File: config.mk
export PLATFORM = sky130hd
export DESIGN_NAME = fp_seq_subtractor
export DESIGN_NICKNAME = d
export VERILOG_FILES = /design/src/rtl/fp_seq_subtractor.sv
export SDC_FILE = /design/constraint.sdc
export NUM_CORES = 1
export LEC_CHECK = 0
export CAP_MARGIN = 20
export CORE_UTILIZATION = 28
export DETAILED_ROUTE_END_ITERATION = 8
export PLACE_DENSITY = 0.46
export SKIP_CTS_REPAIR_TIMING = 1
export SYNTH_ARGS = -nofsm -noshare
export SYNTH_HDL_FRONTEND = slang
export SYNTH_SLANG_ARGS = --single-unit
File: constraint.sdc
create_clock -name clk -period 3.7 [get_ports clk]
set_input_delay 0.925 -clock clk [delete_from_list [all_inputs] [get_ports clk]]
set_output_delay 0.925 -clock clk [all_outputs]
set_load 0.02 [all_outputs]
File: src/rtl/fp_seq_subtractor.sv
// rtl/fp_seq_subtractor.sv - multi-cycle IEEE-754 single-precision subtractor (x - y)
// Optional subnormal support: define FP_SUB_SUBNORMAL_EN.
module fp_seq_subtractor (
    input  logic        clk,
    input  logic        rst,
    input  logic        start,
    input  logic [31:0] x,
    input  logic [31:0] y,
    output logic        busy,
    output logic        done,
    output logic [31:0] result,
    output logic        overflow_flag
);
    typedef enum logic [2:0] {
        IDLE  = 3'd0,
        ALIGN = 3'd1,
        ADD   = 3'd2,
        NORM  = 3'd3,
        ROUND = 3'd4,
        DONE  = 3'd5
    } state_t;

    localparam logic [31:0] QNAN      = 32'h7FC00000;
    localparam logic [9:0]  EXP_MIN   = 10'd1;
    localparam logic [4:0]  MAX_SHIFT = 5'd26;

    state_t state, state_next;

    // operand registers: 24-bit significand followed by guard, round, sticky
    logic        sign_a, sign_b;
    logic [9:0]  exp_a, exp_b;
    logic [26:0] man_a, man_b;
    logic [4:0]  shift_cnt;

    // working result: bit 27 carry, bit 26 hidden, bits 2:0 guard/round/sticky
    logic        sign_r;
    logic [9:0]  exp_r;
    logic [27:0] sum;

    logic [31:0] pend_result;
    logic        pend_ovf;

    logic [31:0] op_a, op_b;
    logic        a_nan, b_nan, a_inf, b_inf, a_zero, b_zero;
    logic        special;
    logic [31:0] special_result;
    logic [9:0]  cap_exp_a, cap_exp_b;
    logic [23:0] cap_sig_a, cap_sig_b;

    logic        align_done, norm_done, a_bigger;
    logic [27:0] add_sum;

    logic        round_up, rnd_ovf;
    logic [24:0] rnd_sig;
    logic [23:0] fin_sig;
    logic [9:0]  fin_exp;
    logic [31:0] rnd_result;

    assign busy = (state != IDLE);

    // operands as a = x and b = -y; subnormals flush to signed zero when unsupported
    always_comb begin
        op_a = x;
        op_b = {~y[31], y[30:0]};
`ifndef FP_SUB_SUBNORMAL_EN
        if (op_a[30:23] == 8'd0) op_a = {op_a[31], 31'd0};
        if (op_b[30:23] == 8'd0) op_b = {op_b[31], 31'd0};
`endif
    end

    assign a_nan  = (op_a[30:23] == 8'hFF) && (op_a[22:0] != 23'd0);
    assign b_nan  = (op_b[30:23] == 8'hFF) && (op_b[22:0] != 23'd0);
    assign a_inf  = (op_a[30:23] == 8'hFF) && (op_a[22:0] == 23'd0);
    assign b_inf  = (op_b[30:23] == 8'hFF) && (op_b[22:0] == 23'd0);
    assign a_zero = (op_a[30:0] == 31'd0);
    assign b_zero = (op_b[30:0] == 31'd0);

    // exponent-0 operands carry hidden bit 0 at exponent 1
    assign cap_exp_a = (op_a[30:23] == 8'd0) ? EXP_MIN : {2'b00, op_a[30:23]};
    assign cap_exp_b = (op_b[30:23] == 8'd0) ? EXP_MIN : {2'b00, op_b[30:23]};
    assign cap_sig_a = {(op_a[30:23] != 8'd0), op_a[22:0]};
    assign cap_sig_b = {(op_b[30:23] != 8'd0), op_b[22:0]};

    // special operands bypass the datapath; an exact zero difference of two zeros is +0
    always_comb begin
        special        = 1'b1;
        special_result = 32'd0;
        if (a_nan || b_nan)          special_result = QNAN;
        else if (a_inf && b_inf)     special_result = (op_a[31] == op_b[31]) ? op_a : QNAN;
        else if (a_inf)              special_result = op_a;
        else if (b_inf)              special_result = op_b;
        else if (a_zero && b_zero)   special_result = 32'd0;
        else if (a_zero)             special_result = op_b;
        else if (b_zero)             special_result = op_a;
        else                         special        = 1'b0;
    end

    assign align_done = (exp_a == exp_b) || (shift_cnt == MAX_SHIFT);
    assign norm_done  = sum[27] || sum[26] || (exp_r == EXP_MIN) || (sum == 28'd0);
    assign a_bigger   = (exp_a > exp_b) || ((exp_a == exp_b) && (man_a >= man_b));

    // signed-magnitude add: larger magnitude is always the minuend
    always_comb begin
        add_sum = 28'd0;
        if (sign_a == sign_b)  add_sum = {1'b0, man_a} + {1'b0, man_b};
        else if (a_bigger)     add_sum = {1'b0, man_a - man_b};
        else                   add_sum = {1'b0, man_b - man_a};
    end

    // round to nearest even, renormalise a rounding carry, then pack
    always_comb begin
        round_up = sum[2] & (sum[1] | sum[0] | sum[3]);
        rnd_sig  = {1'b0, sum[26:3]} + {24'd0, round_up};
        if (rnd_sig[24]) begin
            fin_sig = rnd_sig[24:1];
            fin_exp = exp_r + 10'd1;
        end else begin
            fin_sig = rnd_sig[23:0];
            fin_exp = exp_r;
        end
        rnd_ovf = 1'b0;
        if (sum == 28'd0) begin
            rnd_result = 32'd0;
        end else if (fin_exp >= 10'd255) begin
            rnd_result = {sign_r, 8'hFF, 23'd0};
            rnd_ovf    = 1'b1;
        end else if (!fin_sig[23]) begin
`ifdef FP_SUB_SUBNORMAL_EN
            rnd_result = {sign_r, 8'd0, fin_sig[22:0]};
`else
            rnd_result = 32'd0;
`endif
        end else begin
            rnd_result = {sign_r, fin_exp[7:0], fin_sig[22:0]};
        end
    end

    // state register
    always_ff @(posedge clk) begin
        if (rst) state <= IDLE;
        else     state <= state_next;
    end

    // next-state logic
    always_comb begin
        state_next = state;
        case (state)
            IDLE:    if (start) state_next = special ? DONE : ALIGN;
            ALIGN:   if (align_done) state_next = ADD;
            ADD:     state_next = NORM;
            NORM:    if (norm_done) state_next = ROUND;
            ROUND:   state_next = DONE;
            DONE:    state_next = IDLE;
            default: state_next = IDLE;
        endcase
    end

    // datapath and output registers
    always_ff @(posedge clk) begin
        if (rst) begin
            sign_a        <= 1'b0;
            sign_b        <= 1'b0;
            exp_a         <= 10'd0;
            exp_b         <= 10'd0;
            man_a         <= 27'd0;
            man_b         <= 27'd0;
            shift_cnt     <= 5'd0;
            sign_r        <= 1'b0;
            exp_r         <= 10'd0;
            sum           <= 28'd0;
            pend_result   <= 32'd0;
            pend_ovf      <= 1'b0;
            done          <= 1'b0;
            result        <= 32'd0;
            overflow_flag <= 1'b0;
        end else begin
            done <= 1'b0;
            case (state)
                IDLE: begin
                    if (start) begin
                        sign_a      <= op_a[31];
                        sign_b      <= op_b[31];
                        exp_a       <= cap_exp_a;
                        exp_b       <= cap_exp_b;
                        man_a       <= {cap_sig_a, 3'b000};
                        man_b       <= {cap_sig_b, 3'b000};
                        shift_cnt   <= 5'd0;
                        pend_result <= special_result;
                        pend_ovf    <= 1'b0;
                    end
                end
                ALIGN: begin
                    if (!align_done) begin
                        if (exp_a < exp_b) begin
                            man_a <= {1'b0, man_a[26:2], man_a[1] | man_a[0]};
                            exp_a <= exp_a + 10'd1;
                        end else begin
                            man_b <= {1'b0, man_b[26:2], man_b[1] | man_b[0]};
                            exp_b <= exp_b + 10'd1;
                        end
                        shift_cnt <= shift_cnt + 5'd1;
                    end
                end
                ADD: begin
                    sum    <= add_sum;
                    exp_r  <= a_bigger ? exp_a : exp_b;
                    sign_r <= a_bigger ? sign_a : sign_b;
                end
                NORM: begin
                    if (sum[27]) begin
                        sum   <= {1'b0, sum[27:2], sum[1] | sum[0]};
                        exp_r <= exp_r + 10'd1;
                    end else if (!norm_done) begin
                        sum   <= sum << 1;
                        exp_r <= exp_r - 10'd1;
                    end
                end
                ROUND: begin
                    pend_result <= rnd_result;
                    pend_ovf    <= rnd_ovf;
                end
                DONE: begin
                    done          <= 1'b1;
                    result        <= pend_result;
                    overflow_flag <= pend_ovf;
                end
                default: ;
            endcase
        end
    end
endmodule

Word-level counts from Yosys, hierarchy flattened:

Index checks and enable logic that the tools add are counted.

* $add $sub $neg: 9
* $lt $le $gt $ge: 4
* equal/unequal tests: 19
* muxes and demuxes: 65
* bitwise gates (word level): 6
* reduce and logical (&&, ||, !) cells: 38

Operators by type and width (number)
* 32-bit two-way mux: 12
* 27-bit two-way mux: 7
* 27-bit case mux with 2 select lines: 2
* 10-bit two-way mux: 10
* 28-bit two-way mux: 3
* 32-bit case mux with 2 select lines: 1
* 31-bit logical NOT: 2
* 31-bit two-way mux: 2
* 10-bit case mux with 2 select lines: 3
* 28-bit case mux with 2 select lines: 1
* 27-bit subtractor: 2
* 23-bit logical NOT: 2
* 23-bit nonzero test: 2
* 8-bit logical NOT: 4
* 10-bit by 1-bit adder with 10-bit output, second input constant: 3
* 27-bit by 27-bit adder with 28-bit output: 1
* 28-bit logical NOT: 1
* 27-bit >= comparator: 1
* 24-bit by 1-bit adder with 25-bit output: 1
* 24-bit two-way mux: 1
* 8-bit equality test, second input constant: 2
* 8-bit two-way mux: 2
* 8-bit nonzero test: 2
* 3-bit case mux with 5 select lines: 1
* other kinds (30): 73

* register bits: 190
* bits of input ports: 67
* word-level logic and storage cells: 158

Depth between registers and ports, before layout:

* word-level depth: 13
* gate-level depth with buffers: 15

Least setup slack after synthesis:

Ideal clock, no wire load.

* kind: register -> register
* start: reg man_a[18]
* end: reg sum[12]
* setup time: 130 ps
* arrival: 3044 ps
* required time: 3570 ps
* path slack: 525 ps
* stages on the path, launching flop included: 16
* period minus slack after synthesis: 3175 ps
* path through: dfxtp_1 inv_1 ha_1 buf_2 a21oi_1 o21a_1 a21boi_0 o211ai_2 o21ai_2 buf_2 buf_2 mux2i_1 nor2_1 a211o_1 mux2i_1 o31ai_1

* longest elaborated chain between the ends: 6

RTL lines
* start, declared: line 32 `logic [26:0] man_a, man_b;`
* start signal, assigned: line 185 `man_a <= {cap_sig_a, 3'b000};`
* start signal, assigned: line 195 `man_a <= {1'b0, man_a[26:2], man_a[1] | man_a[0]};`
* 27-bit >= comparator: line 100 `assign a_bigger = (exp_a > exp_b) || ((exp_a == exp_b) && (man_a >= man_b));`
* 1-bit logical AND: line 100
* 1-bit logical OR: line 100
* 27-bit two-way mux: line 106 `else if (a_bigger) add_sum = {1'b0, man_a - man_b};`
* 28-bit two-way mux: line 105 `if (sign_a == sign_b) add_sum = {1'b0, man_a} + {1'b0, man_b};`
* 28-bit case mux with 2 select lines: line 178 `case (state)`
* end signal, assigned: line 205 `sum <= add_sum;`
* end signal, assigned: line 211 `sum <= {1'b0, sum[27:2], sum[1] | sum[0]};`
* end signal, assigned: line 214 `sum <= sum << 1;`
* end, declared: line 38 `logic [27:0] sum;`

No other way between the ends.
A chain may end at the register's enable or synchronous reset.

Final worst setup path:

* start: in y[22]
* end: reg pend_result[16]

* longest elaborated chain between the ends: 11

RTL lines
* start, declared: line 8 `input logic [31:0] y,`
* 31-bit two-way mux (*): line 67 `if (op_b[30:23] == 8'd0) op_b = {op_b[31], 31'd0};`
* 31-bit logical NOT: line 76 `assign b_zero = (op_b[30:0] == 31'd0);`
* 32-bit two-way mux: line 94 `else if (b_zero) special_result = op_a;`
* 32-bit two-way mux: line 93 `else if (a_zero) special_result = op_b;`
* 32-bit two-way mux: line 92 `else if (a_zero && b_zero) special_result = 32'd0;`
* 32-bit two-way mux: line 91 `else if (b_inf) special_result = op_b;`
* 32-bit two-way mux: line 90 `else if (a_inf) special_result = op_a;`
* 32-bit two-way mux: line 89 `else if (a_inf && b_inf) special_result = (op_a[31] == op_b[31]) ? op_a : QNAN;`
* 32-bit two-way mux (*): line 88 `if (a_nan || b_nan) special_result = QNAN;`
* 32-bit two-way mux (*): line 180 `if (start) begin`
* 32-bit case mux with 2 select lines (*): line 178
* end signal, assigned: line 188 `pend_result <= special_result;`
* end signal, assigned: line 219 `pend_result <= rnd_result;`
* end, declared: line 40 `logic [31:0] pend_result;`

Mark *: on every way between the ends. The rest lies on a longest branch, timed or not. The select of a mux whose other input is x is not followed.

==> qor.yml <==
final_layout:
  layout-drive-gt1-share: 0.170
  final_cell_mix: "buf_4, nand2_1, nor2_1, dfxtp_1, a21oi_1"
  n_antenna_cell: 0
  final_common_cell: "buf_4"
  layout.nets: 2512
  syn_to_final_growth_pct: 28.2
critical_path:
  regToRegStartpoint: "man_a[14]"
  startpoint_type: "primary input"
  critPathKind: "in -> reg"
  cp.required_ns: 4.06
  worstPathArrival_ns: 4.01
  crit_fanout: 20
  cp-end-kind: "register"
  r2r-end: "sum[22]"
  reg2reg_depth: 14
  reg2reg_slack_ns: 0.12
timing:
  setup-tns-final_ns: 0
  timing.fmax_mhz: 274
  finalSetupViolCount: 0
  fin_crit_ns: 3.65
  relSlewSlack: 0.455
  rsz0062_at_grt: "false"
  slew_viol_final: 0
  holdWs_ns: 0.456
  timing.final.crit_share: 0.988
  hold_viol: 0
  tightest_slew_ns: 0.810
  finClkSkew_ns: 0.0154
cts:
  clk_path_buf_depth: 2
  clock_sinks: 190
  cts_buffers: 17
  clock_latency_ns: 0.50
  cts_tree: "done"
  cts_htree_levels: 4
  cts-root-buf: "clkbuf_16"
  path_clk_slew_ns: 0.07
logic_synthesis:
  syn_avg_cell_area_um2: 7.11
  synth_edf_count: 0
  syn_area_mm2: 0.0149
  async_flop_share: 0
  synth_nets: 2270
  synth_cells: 2101
  ys_types: 84
  synth_warnings: 0
  synth-seq-cells: 190
  synth_ff_type: "dfxtp_1"
  seq_area_frac_synth: 0.255
routing:
  antenna_left: 0
  num_vias: 16791
  drt-pass1-iter-count: 6
  wl_per_cell_um: 21.1
  viasPerCell: 5.52
  drc_errors: 0
  finalWirelength_um: 64300
  drt_iter0_drc: 1413
die:
  initial_core_util: 0.284
  pin_count: 102
  die_y_um: 233
  die-area_mm2: 0.0543
  core.rowCount: 84
  core_area_mm2: 0.0527
  die_w_um: 233
power:
  power_per_cell_area_mw_per_mm2: 921
  leakage_nw: 7.65
  p_total_w: 0.0176
  vdd_ir_drop_max_mv: 0.526
grt:
  grtUsageTotal: 0.236
  grt_pass1_vias: 15907
  grt_max_degree: 74
  grt_pass1_wl_um: 96600
  grt_antenna_before_repair: 0
  grt_overflow: 0
placement:
  gp_congestion: 0.991
  io_buffers: 101
  dp_hpwl_um: 50400
hold_path:
  min_path_type: "reg -> reg"
  min_from: "result[24]"
  worstHoldPathCells: 2
  min_to: "result[24]"
flow_run:
  cap_violations: 0
run_status:
  outcome: "finished clean"
[final cells by class]
class                           instances  area [um^2]
Clock buffer                           21          480
Clock inverter                         11          150
Fill cell                            5652        33500
Inverter                              105          394
Multi-Input combinational cell       1642        10200
Sequential cell                       190         3800
Tap cell                              688          861
Timing Repair Buffer                  387         3230
[cell families (layout without fill, tap and decap cells)]
kind of cell / after synthesis / in the layout / synth area share
simple gates: 866 / 866 / 0.274
fa+ha+maj: 102 / 102 / 0.0870
flops: 190 / 190 / 0.255
mux: 23 / 23 / 0.0159
buf+inv: 269 / 524 / 0.0715
xor+xnor: 51 / 51 / 0.0299
compound gates: 600 / 600 / 0.267
[registers in the layout (all words and copies together), names as in the netlist, 3 cells and up]
signal	flops
pend_result	32
result	32
sum	28
man_a	27
man_b	27
exp_a	10
exp_b	10
exp_r	10
shift_cnt	5
state	3
[how the worst max path moves through the flow]
stage,startpoint,endpoint,depth (start not counted)
finish,y[22],pend_result[16],13
global route,x[0],pend_result[22],12
CTS,man_a[12],sum[21],13
detailed placement,x[0],pend_result[29],10
global placement,x[0],pend_result[23],10
floorplan,man_a[18],sum[12],15
[routing by layer]
metal	up-vias	wire, um	GRT usage
met5	-	0	0
met4	0	2540	0.105
met3	98	3650	0.0400
met2	545	29100	0.377
met1	8101	29000	0.311
li1	8047	-	-
[per-stage QoR]
step	utilization	cell area, um^2	setup WS [ns]	std cells
floorplan	-	14900	0.525	2101
global placement	0.349	18400	-0.373	3006
detailed placement	0.349	18400	-0.379	3007
CTS	0.361	19000	-0.0656	3039
global route	0.364	19100	0.000111	3044
finish	0.364	19100	0.0461	3044
[report_power, final]
| part | total, W | internal (W) | switching (W) |
|---|---|---|---|
| Clock | 0.00205 | 0.00109 | 0.000957 |
| Combinational | 0.0126 | 0.00516 | 0.00745 |
| Sequential | 0.00297 | 0.00251 | 0.000457 |
[Yosys cell counts (25+ instances only)]
library cell  number  share of area
ha_1              99          0.083
nand3_1           90          0.030
nand2_1          274          0.069
a21oi_1          168          0.056
nand4_1           43          0.018
nor4_1            30          0.013
a31oi_1           26          0.011
nor2_1           241          0.061
dfxtp_1          190           0.25
inv_1            105          0.026
nor3_1            68          0.023
o21ai_0          113          0.038
a311oi_1          53          0.031
a211oi_1          25          0.013
a22oi_1           38          0.019
clkbuf_1         128          0.032
xnor2_1           31          0.018
[critical path, cell delays in order]
cell and delay (ns):
clkdlybuf4s50_1 0.61, nor4_1 0.55, nand4_1 0.19, o21ai_0 0.30, nand2b_1 0.12, nand2_1 0.09
o21ai_2 0.08, buf_12 0.17, buf_4 0.15, a22oi_1 0.31, o21ai_0 0.22, a21oi_1 0.19
nor3_1 0.06
(Power assumes the default switching activity.)
